===== src/rtl/mem_wb_stage_pkg.sv =====
// Shared encodings for the RV32I MEM/WB stage.
// Result select, load/store sizes and FSM state codes.
package mem_wb_stage_pkg;

   localparam logic [1:0] RES_ALU = 2'b00;
   localparam logic [1:0] RES_MEM = 2'b01;
   localparam logic [1:0] RES_PC4 = 2'b10;

   localparam logic [2:0] F3_LBU = 3'b100;
   localparam logic [2:0] F3_LHU = 3'b101;

   localparam logic [1:0] SZ_B = 2'b00;
   localparam logic [1:0] SZ_H = 2'b01;

   localparam logic [1:0] ST_IDLE = 2'b00;
   localparam logic [1:0] ST_REQ  = 2'b01;
   localparam logic [1:0] ST_RESP = 2'b10;

endpackage


===== src/rtl/mem_wb_stage_if.sv =====
// Data-memory request/grant/response port.
// The stage is master; the memory (or cache) is slave.
interface mem_wb_stage_if;

   logic        dmem_req;
   logic        dmem_we;
   logic [31:0] dmem_addr;
   logic [31:0] dmem_wdata;
   logic [3:0]  dmem_be;
   logic        dmem_gnt;
   logic        dmem_rvalid;
   logic [31:0] dmem_rdata;

   modport master (
      output dmem_req, dmem_we, dmem_addr, dmem_wdata, dmem_be,
      input  dmem_gnt, dmem_rvalid, dmem_rdata
   );

   modport slave (
      input  dmem_req, dmem_we, dmem_addr, dmem_wdata, dmem_be,
      output dmem_gnt, dmem_rvalid, dmem_rdata
   );

endinterface


===== src/rtl/mem_wb_stage_align.sv =====
// Lane steering for loads and stores: byte enables, store replication,
// misalignment detection and load extraction with sign/zero extension.
module load_store_align
   import mem_wb_stage_pkg::*;
(
   input  logic [2:0]  i_funct3,
   input  logic [1:0]  i_addr,
   input  logic [31:0] i_store_data,
   input  logic [31:0] i_rdata,
   output logic [3:0]  o_be,
   output logic [31:0] o_wdata,
   output logic        o_misaligned,
   output logic [31:0] o_load_data
);

   logic        w_byte;
   logic        w_half;
   logic        w_sext;
   logic [31:0] w_lane;

   always_comb begin
      w_byte = (i_funct3[1:0] == SZ_B);
      w_half = (i_funct3[1:0] == SZ_H);
      w_sext = !((i_funct3 == F3_LBU) || (i_funct3 == F3_LHU));
      w_lane = i_rdata >> {i_addr, 3'b000};

      o_be         = 4'hF;
      o_wdata      = i_store_data;
      o_misaligned = 1'b0;
      o_load_data  = i_rdata;

      unique case (1'b1)
         w_byte: begin
            o_be        = 4'b0001 << i_addr;
            o_wdata     = {4{i_store_data[7:0]}};
            o_load_data = {{24{w_sext & w_lane[7]}}, w_lane[7:0]};
         end
         w_half: begin
            o_be         = 4'b0011 << i_addr;
            o_wdata      = {2{i_store_data[15:0]}};
            o_misaligned = i_addr[0];
            o_load_data  = {{16{w_sext & w_lane[15]}}, w_lane[15:0]};
         end
         default: begin
            o_misaligned = |i_addr;
         end
      endcase
   end

endmodule


===== src/rtl/mem_wb_stage.sv =====
// Combined MEM/WB stage: runs one load/store at a time on the dmem port
// and drives the register-file write port with a one-cycle strobe.
module mem_wb_stage
   import mem_wb_stage_pkg::*;
#(
   parameter int unsigned WAIT_LIMIT = 255
) (
   input  logic        clk,
   input  logic        reset,
   input  logic        ex_valid,
   output logic        ex_ready,
   input  logic [31:0] ex_alu_result,
   input  logic [31:0] ex_store_data,
   input  logic [31:0] ex_pc_plus_4,
   input  logic [4:0]  ex_rd,
   input  logic        ex_regwrite,
   input  logic [1:0]  ex_result_src,
   input  logic        ex_memwrite,
   input  logic [2:0]  ex_funct3,
   mem_wb_stage_if.master dmem,
   output logic        wb_regwrite,
   output logic [4:0]  wb_rd,
   output logic [31:0] wb_data,
   output logic        wb_misaligned,
   output logic        wb_bus_error
);

   localparam logic [31:0] LP_LAST = WAIT_LIMIT - 1;

   logic [1:0]  r_state;
   logic [31:0] r_wait;
   logic [31:0] r_addr;
   logic [31:0] r_sdata;
   logic [2:0]  r_funct3;
   logic        r_we;
   logic [4:0]  r_rd;
   logic        r_regwrite;

   logic        r_wb_we;
   logic [4:0]  r_wb_rd;
   logic [31:0] r_wb_data;
   logic        r_wb_mis;
   logic        r_wb_berr;

   logic        w_idle;
   logic        w_req;
   logic        w_acc;
   logic        w_is_mem;
   logic        w_wr_en;
   logic        w_expire;
   logic [31:0] w_alu_data;
   logic [2:0]  w_f3;
   logic [1:0]  w_a;
   logic [31:0] w_sd;
   logic [3:0]  w_be;
   logic [31:0] w_wdata;
   logic        w_mis;
   logic [31:0] w_load;

   // Align unit sees the incoming bundle in IDLE, the captured one otherwise
   assign w_idle = (r_state == ST_IDLE);
   assign w_req  = (r_state == ST_REQ);
   assign w_f3   = w_idle ? ex_funct3 : r_funct3;
   assign w_a    = w_idle ? ex_alu_result[1:0] : r_addr[1:0];
   assign w_sd   = w_idle ? ex_store_data : r_sdata;

   load_store_align u_align (
      .i_funct3     (w_f3),
      .i_addr       (w_a),
      .i_store_data (w_sd),
      .i_rdata      (dmem.dmem_rdata),
      .o_be         (w_be),
      .o_wdata      (w_wdata),
      .o_misaligned (w_mis),
      .o_load_data  (w_load)
   );

   assign ex_ready = w_idle;
   assign w_acc    = ex_valid && w_idle;
   assign w_is_mem = ex_memwrite || (ex_result_src == RES_MEM);
   assign w_wr_en  = ex_regwrite && (ex_rd != 5'd0);
   assign w_expire = (WAIT_LIMIT != 0) && (r_wait == LP_LAST);

   always_comb begin
      w_alu_data = ex_alu_result;
      case (ex_result_src)
         RES_PC4: w_alu_data = ex_pc_plus_4;
         RES_ALU: w_alu_data = ex_alu_result;
         default: w_alu_data = ex_alu_result;
      endcase
   end

   assign dmem.dmem_req   = w_req;
   assign dmem.dmem_we    = w_req & r_we;
   assign dmem.dmem_addr  = w_req ? {r_addr[31:2], 2'b00} : 32'd0;
   assign dmem.dmem_be    = w_req ? w_be : 4'd0;
   assign dmem.dmem_wdata = w_req ? w_wdata : 32'd0;

   always_ff @(posedge clk) begin
      if (reset) begin
         r_state    <= ST_IDLE;
         r_wait     <= '0;
         r_addr     <= '0;
         r_sdata    <= '0;
         r_funct3   <= '0;
         r_we       <= 1'b0;
         r_rd       <= '0;
         r_regwrite <= 1'b0;
         r_wb_we    <= 1'b0;
         r_wb_rd    <= '0;
         r_wb_data  <= '0;
         r_wb_mis   <= 1'b0;
         r_wb_berr  <= 1'b0;
      end else begin
         r_wb_we   <= 1'b0;
         r_wb_mis  <= 1'b0;
         r_wb_berr <= 1'b0;
         case (r_state)
            ST_IDLE: begin
               if (w_acc && !w_is_mem) begin
                  if (w_wr_en) begin
                     r_wb_we   <= 1'b1;
                     r_wb_rd   <= ex_rd;
                     r_wb_data <= w_alu_data;
                  end
               end else if (w_acc && w_mis) begin
                  r_wb_mis <= 1'b1;
               end else if (w_acc) begin
                  r_state    <= ST_REQ;
                  r_wait     <= '0;
                  r_addr     <= ex_alu_result;
                  r_sdata    <= ex_store_data;
                  r_funct3   <= ex_funct3;
                  r_we       <= ex_memwrite;
                  r_rd       <= ex_rd;
                  r_regwrite <= w_wr_en;
               end
            end
            ST_REQ: begin
               if (dmem.dmem_gnt) begin
                  r_state <= r_we ? ST_IDLE : ST_RESP;
                  r_wait  <= '0;
               end else if (w_expire) begin
                  r_state   <= ST_IDLE;
                  r_wait    <= '0;
                  r_wb_berr <= 1'b1;
               end else begin
                  r_wait <= r_wait + 32'd1;
               end
            end
            ST_RESP: begin
               if (dmem.dmem_rvalid) begin
                  r_state <= ST_IDLE;
                  r_wait  <= '0;
                  if (r_regwrite) begin
                     r_wb_we   <= 1'b1;
                     r_wb_rd   <= r_rd;
                     r_wb_data <= w_load;
                  end
               end else if (w_expire) begin
                  r_state   <= ST_IDLE;
                  r_wait    <= '0;
                  r_wb_berr <= 1'b1;
               end else begin
                  r_wait <= r_wait + 32'd1;
               end
            end
            default: r_state <= ST_IDLE;
         endcase
      end
   end

   assign wb_regwrite   = r_wb_we;
   assign wb_rd         = r_wb_rd;
   assign wb_data       = r_wb_data;
   assign wb_misaligned = r_wb_mis;
   assign wb_bus_error  = r_wb_berr;

endmodule

===== src/flat_wrapper.sv =====
// flat-port wrapper written by rule: the top's interface ports become plain ports
module mem_wb_stage_flat import mem_wb_stage_pkg::*;
#(
   parameter int unsigned WAIT_LIMIT = 255
)
  (clk, reset, ex_valid, ex_ready, ex_alu_result, ex_store_data, ex_pc_plus_4, ex_rd, ex_regwrite, ex_result_src, ex_memwrite, ex_funct3, wb_regwrite, wb_rd, wb_data, wb_misaligned, wb_bus_error, dmem_dmem_req, dmem_dmem_we, dmem_dmem_addr, dmem_dmem_wdata, dmem_dmem_be, dmem_dmem_gnt, dmem_dmem_rvalid, dmem_dmem_rdata);
  mem_wb_stage_if dmem_i ();
  input  logic clk;
  input  logic reset;
  input  logic ex_valid;
  output logic ex_ready;
  input  logic [31:0] ex_alu_result;
  input  logic [31:0] ex_store_data;
  input  logic [31:0] ex_pc_plus_4;
  input  logic [4:0] ex_rd;
  input  logic ex_regwrite;
  input  logic [1:0] ex_result_src;
  input  logic ex_memwrite;
  input  logic [2:0] ex_funct3;
  output logic wb_regwrite;
  output logic [4:0] wb_rd;
  output logic [31:0] wb_data;
  output logic wb_misaligned;
  output logic wb_bus_error;
  output wire logic [$bits(dmem_i.dmem_req)-1:0] dmem_dmem_req;
  output wire logic [$bits(dmem_i.dmem_we)-1:0] dmem_dmem_we;
  output wire logic [$bits(dmem_i.dmem_addr)-1:0] dmem_dmem_addr;
  output wire logic [$bits(dmem_i.dmem_wdata)-1:0] dmem_dmem_wdata;
  output wire logic [$bits(dmem_i.dmem_be)-1:0] dmem_dmem_be;
  input wire logic [$bits(dmem_i.dmem_gnt)-1:0] dmem_dmem_gnt;
  input wire logic [$bits(dmem_i.dmem_rvalid)-1:0] dmem_dmem_rvalid;
  input wire logic [$bits(dmem_i.dmem_rdata)-1:0] dmem_dmem_rdata;
  assign dmem_dmem_req = dmem_i.dmem_req;
  assign dmem_dmem_we = dmem_i.dmem_we;
  assign dmem_dmem_addr = dmem_i.dmem_addr;
  assign dmem_dmem_wdata = dmem_i.dmem_wdata;
  assign dmem_dmem_be = dmem_i.dmem_be;
  assign dmem_i.dmem_gnt = dmem_dmem_gnt;
  assign dmem_i.dmem_rvalid = dmem_dmem_rvalid;
  assign dmem_i.dmem_rdata = dmem_dmem_rdata;
  mem_wb_stage #(.WAIT_LIMIT(WAIT_LIMIT)) u_core (.clk(clk), .reset(reset), .ex_valid(ex_valid), .ex_ready(ex_ready), .ex_alu_result(ex_alu_result), .ex_store_data(ex_store_data), .ex_pc_plus_4(ex_pc_plus_4), .ex_rd(ex_rd), .ex_regwrite(ex_regwrite), .ex_result_src(ex_result_src), .ex_memwrite(ex_memwrite), .ex_funct3(ex_funct3), .dmem(dmem_i), .wb_regwrite(wb_regwrite), .wb_rd(wb_rd), .wb_data(wb_data), .wb_misaligned(wb_misaligned), .wb_bus_error(wb_bus_error));
endmodule

===== config.mk =====
export PLATFORM = sky130hd
export DESIGN_NAME = mem_wb_stage_flat
export DESIGN_NICKNAME = d
export VERILOG_FILES = /design/src/rtl/mem_wb_stage_pkg.sv /design/src/rtl/mem_wb_stage_if.sv /design/src/rtl/mem_wb_stage_align.sv /design/src/rtl/mem_wb_stage.sv /design/src/flat_wrapper.sv
export SDC_FILE = /design/constraint.sdc
export NUM_CORES = 1
export LEC_CHECK = 0
export ABC_AREA = 1
export CORE_UTILIZATION = 40
export CTS_CLUSTER_DIAMETER = 120
export DETAILED_ROUTE_END_ITERATION = 12
export PLACE_DENSITY_LB_ADDON = 0.25
export REMOVE_ABC_BUFFERS = 1
export SETUP_SLACK_MARGIN = 0.3
export SYNTH_ARGS = -nofsm -noshare
export SYNTH_HDL_FRONTEND = slang
export SYNTH_HIERARCHICAL = 1
export SYNTH_SLANG_ARGS = --single-unit

===== constraint.sdc =====
create_clock -name clk -period 3.1 [get_ports clk]
set_clock_uncertainty 0.05 [all_clocks]
set_input_delay 0.775 -clock clk [delete_from_list [all_inputs] [get_ports clk]]
set_output_delay 0.775 -clock clk [all_outputs]
set_load 0.01 [all_outputs]

Yosys cells after proc, flatten, opt, wreduce, memory -nomap -nowiden
Index checks and enable logic that the tools add are counted.
Word-level totals
  output and inout port bits: 111
  register bits: 148
  word-level logic and storage cells: 103
  input bits: 145
Cells by class
  multiplexer cells: 46
  shifts and indexed selects: 3
  bitwise gates (word level): 6
  $add $sub $neg: 1
  reduce and logical (&&, ||, !) cells: 19
  equal/unequal tests: 15
Operator list (number)
  $mux 32: 14
  $pmux 32 s2: 3
  $pmux 32 s3: 1
  $add 32x1->32 const B: 1
  $eq 32x8->1 const B: 1
  $shr 32x5->16: 1
  $mux 5: 4
  $mux 2: 8
  $ne 2x2->1 const B: 6
  $pmux 5 s2: 1
  $mux 1: 8
  $pmux 4 s2: 1
  $reduce_and 4->1: 2
  $eq 2x1->1 const B: 3
  $eq 3x3->1 const B: 2
  $pmux 1 s2: 3
  $pmux 2 s3: 1
  $reduce_and 5->1: 1
  $reduce_bool 5->1: 1
  $eq 2x2->1 const B: 2
  $logic_and 1x1->1: 4
  $logic_not 2->1: 2
  $mux 4: 1
  $shl 1x2->4 const A: 1
  other kinds (12): 18

Logic depth before layout (Yosys ltp)
  word-level depth: 10
  mapped depth: 21
  mapped depth without buffers: 16

Cells and area by module
Netlist, hierarchy kept.
Modules (own cells, without submodules)
  mem_wb_stage: times used 1, area an instance 8017.7 µm², cells an instance 1241, sequential area each 2962.8 µm²
  load_store_align: times used 1, area an instance 1236.2 µm², cells an instance 263, sequential area each 0.0 µm²

Worst setup path after synthesis
No wires, ideal clock.
  path type: register -> output
  from: reg u_core.r_state[0]
  to: out dmem_dmem_wdata[31]
  buffers on the path: 4
  stages on the path, launching flop included: 15
  slack: -195 ps
  data arrival time: 2470 ps
  required time: 2275 ps
  cell sequence: dfxtp_1 -> inv_1 -> ha_1 -> buf_6 -> clkbuf_1 -> clkbuf_1 -> nand2_1 -> o21ai_0 -> inv_1 -> nor2_8 -> buf_4 -> nand2_1 -> nand3_1 -> nand2_1 -> inv_1
Between the ends
  word-level cells in the longest chain between the ends: 5
  elaborated cells on any way between the ends: 8
  those cells by class: 2 x eq/ne; 4 x mux; 2 x reduce/logical
Ends and longest elaborated chain
  start, declared: line mem_wb_stage.sv:30  | logic [1:0] r_state;
  start signal, assigned: line mem_wb_stage.sv:141  | r_state <= r_we ? ST_IDLE : ST_RESP;
  $logic_not 2->1 *: line mem_wb_stage.sv:61  | assign w_idle = (r_state == ST_IDLE);
  named net ex_ready: line flat_wrapper.sv:11  | output logic ex_ready;
  $mux 3 *: line mem_wb_stage.sv:63  | assign w_f3 = w_idle ? ex_funct3 : r_funct3;
  named net u_core.w_f3[0]: line mem_wb_stage.sv:52  | logic [2:0] w_f3;
  $eq 2x1->1 / $logic_not 2->1 (equally long branches): line mem_wb_stage_align.sv:23, mem_wb_stage_align.sv:22
  $pmux 32 s2 *: line mem_wb_stage_align.sv:32  | unique case (1'b1)
  named net u_core.w_wdata[31]: line mem_wb_stage.sv:56  | logic [31:0] w_wdata;
  $mux 32 *: line mem_wb_stage.sv:97  | assign dmem.dmem_wdata = w_req ? w_wdata : 32'd0;
  end, declared: line flat_wrapper.sv:28  | output wire logic [$bits(dmem_i.dmem_wdata)-1:0] dmem_dmem_wdata;
The timed path passes the listed nets; every way through them passes the cells marked *.

Final worst setup path
  from: reg u_core.r_state[1]
  to: out dmem_dmem_wdata[24]
Between the ends
  word-level cells in the longest chain between the ends: 5
  elaborated cells on any way between the ends: 8
  those cells by class: 2 x eq/ne; 4 x mux; 2 x reduce/logical
Ends and longest elaborated chain (line)
  $logic_not 2->1 *: mem_wb_stage.sv:61
  $mux 3 *: mem_wb_stage.sv:63
  named net u_core.w_f3[1]: mem_wb_stage.sv:52
  $eq 2x1->1 / $logic_not 2->1 (equally long branches): mem_wb_stage_align.sv:23, mem_wb_stage_align.sv:22
  $pmux 32 s2 *: mem_wb_stage_align.sv:32
  named net u_core.w_wdata[24]: mem_wb_stage.sv:56
  $mux 32 *: mem_wb_stage.sv:97
Marks and branches as above.

==> metrics.md <==
| Metric | Value |
|---|---|
| Adder-cell share of the synthesized area | `0.811%` |
| Synth Area in Simple Gates | `38.7%` |
| Setup slack, reg-to-reg | `0.42 ns` |
| HP Class | `register to register` |
| Clock power frac | `34.6%` |
| Seq cells post-synth | `148` |
| Setup tns final | `0 ns` |
| # DRC | `0` |
| Commonest non-fill, non-tap cell in the layout | `nand2_1` |
| Final GP Congestion | `0.875` |
| Crit path time final | `3.06 ns` |
| Dpl ws | `-0.389 ns` |
| Worst slew pin tran | `0.567 ns` |
| GRT Util Overall | `27.1%` |
| Routed Antenna Nets | `0` |
| DR WL/cell | `15.6 um` |
| RSZ-0062 raised after global routing | `true` |
| Core area | `0.0226 sq mm` |
| Gate power share | `30.9%` |
| Cells after Synth | `1,504` |
| Power Dens Cells | `434 mW/mm^2` |
| Num CTS Buffers | `17` |
| Max-cap violations | `0` |
| CP Data Required Time | `2.27 ns` |
| Peak supply drop | `0.315 mV` |
| Worst path bufs/invs | `7` |
| Vias/cell | `5.05` |
| Drt pass-1 iters | `7` |
| Critical R2R Launch | `u_core/r_state[1]$_SDFFE_PP0P_` |
| Maximum clock frequency | `327 MHz` |
| Sink Count | `148` |
| Syn Area/Cell | `6.15 sq um` |
| WL final | `32,900 um` |
| Flop pwr share | `34.6%` |
| Delay-heaviest family, CP | `buffers and inverters` |
| Reg2Reg Depth | `19` |
| Placed Area | `0.0123 sq mm` |
| Hold bufs inserted after CTS | `0` |
| Final hold viol count | `0` |
| Max incr delay on CP | `0.34 ns` |
| Routed vias | `10,624` |
| Congestion Overflow GR | `0` |
| Startpoint Class | `register` |
| Die height | `154 um` |
| DIE AREA | `0.0237 sq mm` |
| Die X | `154 um` |
| I/O pins | `256` |
| WHS | `0.397 ns` |
| Worst EP arrival | `2.23 ns` |
| CTS tree | `done` |
| Setup crit end kind | `output pin` |
| Final setup vio count | `0` |
| Design area | `0.0138 sq mm` |
| Synth warn | `6` |
| H-tree Lvls | `4` |
| Synth cell types | `37` |
| Initial drt markers | `747` |
| WS Path Type | `register to output pin` |
| Initial Util | `40.9%` |
| Crit-path slowest cell | `dfxtp_2` |
| Fin util | `61.2%` |
| FF-to-FF End | `u_core/r_wait[27]$_SDFFE_PP0P_` |
| Hold endpoint | `u_core/r_sdata[17]$_SDFFE_PP0P_` |
| Switching power share of the total | `31.2%` |
| Clk buf depth | `2` |
| Skew-Pair Late Insertion Delay | `0.42 ns` |
| Leakage | `6.56 nW` |
| Root buffer cell | `clkbuf_16` |
| Layout cell share with drive strength beyond 1 | `17.6%` |
| Status | `finished clean` |
| # rows | `55` |
| Port Buffer Count | `253` |
| Vias in the first global route | `9,798` |
| Clk pin slew, worst setup/hold paths | `0.06 ns` |
| Post-Syn Area | `0.00925 sq mm` |
| Post-Synth XOR/XNOR Area | `0.663%` |
| Mux cell area share after synthesis | `0.433%` |
| Commonest cells after routing, fill and taps aside | `439 x nand2_1, 198 x clkdlybuf4s50_1, 162 x inv_1` |
| First-pass GRT wire length | `50,900 um` |
| Seq/Total Area, Yosys | `32.0%` |
| Final Net Count | `1,949` |
| Worst-path cell chain | `inv_2 -> ha_4 -> buf_12 -> o21ai_4 -> buf_6 -> buf_6 -> nor2_8 -> buf_12 -> nand2_1 -> nand3_1 -> nand2_1 -> inv_1 -> buf_2` |
| Layout area overhead | `49.6%` |
| Final period util | `98.7%` |
| CP max FO | `8` |
| Hold Path Depth | `2` |
| Slew margin rel. | `62.2%` |
| Largest family of logic cells by synthesized area | `simple AND/OR/NAND/NOR gates` |
| Worst setup margin | `0.0404 ns` |
| Hold path startpoint | `u_core/r_sdata[17]$_SDFFE_PP0P_` |
| Int Power | `4.13 mW` |
| Initial antenna violation count | `6` |
| Detailed Place HPWL | `22,500 um` |
| Max Slew Vio Count | `0` |
| Net Sw Power | `1.87 mW` |
| Compound-Gate Fraction of Synth Area | `14.3%` |
| Largest net degree at the start of global routing | `56` |
==> area by class of cell <==
cell class	count	area, sq um
fillers	2086	8790
multi-input cells	1080	5490
repair buffers	372	3760
flip-flops and latches	148	2970
inverters	178	676
clock buffers	21	460
well taps	285	357
clock inverters	11	125
diodes	6	15.0
repair inverters	1	6.26
==> worst max-delay path by stage <==
stage / from / end / slack (ns) / cells past startpoint
after detailed placement: ex_funct3[0] / dmem_dmem_wdata[10] / -0.39 / 11
after global placement: ex_funct3[0] / dmem_dmem_wdata[10] / -0.35 / 11
final: u_core/r_state[1]$_SDFFE_PP0P_ / dmem_dmem_wdata[24] / 0.04 / 13
after CTS: u_core/r_state[1]$_SDFFE_PP0P_ / dmem_dmem_be[2] / 0.09 / 13
after global routing: u_core/r_state[1]$_SDFFE_PP0P_ / dmem_dmem_be[2] / -0.03 / 13
after floorplan: u_core/r_state[0]$_SDFFE_PP0P_ / u_core/r_regwrite$_SDFFE_PP0P_ / -6.32 / 10
==> cells by family (layout without fill, tap and decap cells) <==
family / after synthesis / count (layout)
simple gates: 802 / 802
buf+inv: 277 / 583
compound gates: 259 / 259
flops: 148 / 148
xor+xnor: 7 / 7
fa+ha+maj: 6 / 6
mux: 4 / 4
other cells: 1 / 8
==> cells in the mapped netlist, drive strengths merged <==
library cell	n	area, sq um
a21oi	98	505
a31oi	2	12.5
and2	38	238
and3	1	6.26
buf	48	345
clkbuf	51	191
conb	1	3.75
dfxtp	148	2960
ha	6	75.1
inv	178	668
mux2i	4	40.0
nand2	484	1850
nand3	149	783
nand4	4	25.0
nor2	102	503
nor3	21	155
nor4	3	18.8
o21ai	156	781
o21bai	1	7.51
o22ai	2	18.8
xor2	7	61.3
==> power groups by stage <==
stage,clock (mW),combinational [mW],sequential (mW)
floorplan,0,0.717,2.12
global route,2.20,2.01,2.09
finish,2.08,1.85,2.07
detailed placement,0,1.51,2.11
CTS,2.12,1.69,2.07
global placement,0,1.50,2.11
==> registers in the layout, indices dropped and copies added (netlist names) <==
signal and count:
u_core/r_addr 32, u_core/r_sdata 32, u_core/r_wait 32, u_core/wb_data 32, u_core/r_rd 5, u_core/wb_rd 5, u_core/r_funct3 3, u_core/r_state 2
u_core/r_regwrite 1, u_core/r_we 1, u_core/wb_bus_error 1, u_core/wb_misaligned 1, u_core/wb_regwrite 1
==> worst reg2reg max path, cell delays in order, from the launching register on <==
cell,delay (ns)
dfxtp_2,0.34
inv_2,0.05
ha_4,0.20
buf_12,0.16
o21ai_4,0.24
buf_6,0.14
inv_2,0.05
buf_6,0.12
buf_8,0.12
o22ai_4,0.12
nand3_2,0.10
nand2_2,0.10
buf_6,0.10
nor2_4,0.05
buf_12,0.13
buf_6,0.12
a21oi_4,0.16
buf_12,0.14
nand2_1,0.05
nor2_1,0.09
==> metrics by stage <==
| step | power [mW] | instances |
|---|---|---|
| floorplan | 2.84 | 1406 |
| global placement | 3.61 | 2013 |
| detailed placement | 3.62 | 2013 |
| CTS | 5.89 | 2077 |
| global route | 6.30 | 2102 |
| finish | 6.00 | 2102 |
==> timing repair <==
item,CTS,global route
gates cloned,5,3
buffers inserted,27,16
resized for setup,216,104
setup endpoints to repair,159,87
pin swaps,12,29
==> layer usage <==
layer | track usage, % | wire length [um]
met1 | 33.3 | 13300
met2 | 44.7 | 15400
met3 | 7.13 | 2960
met4 | 11.1 | 1150
met5 | 0 | 0
No activity file was read; power rests on OpenSTA's default activity.
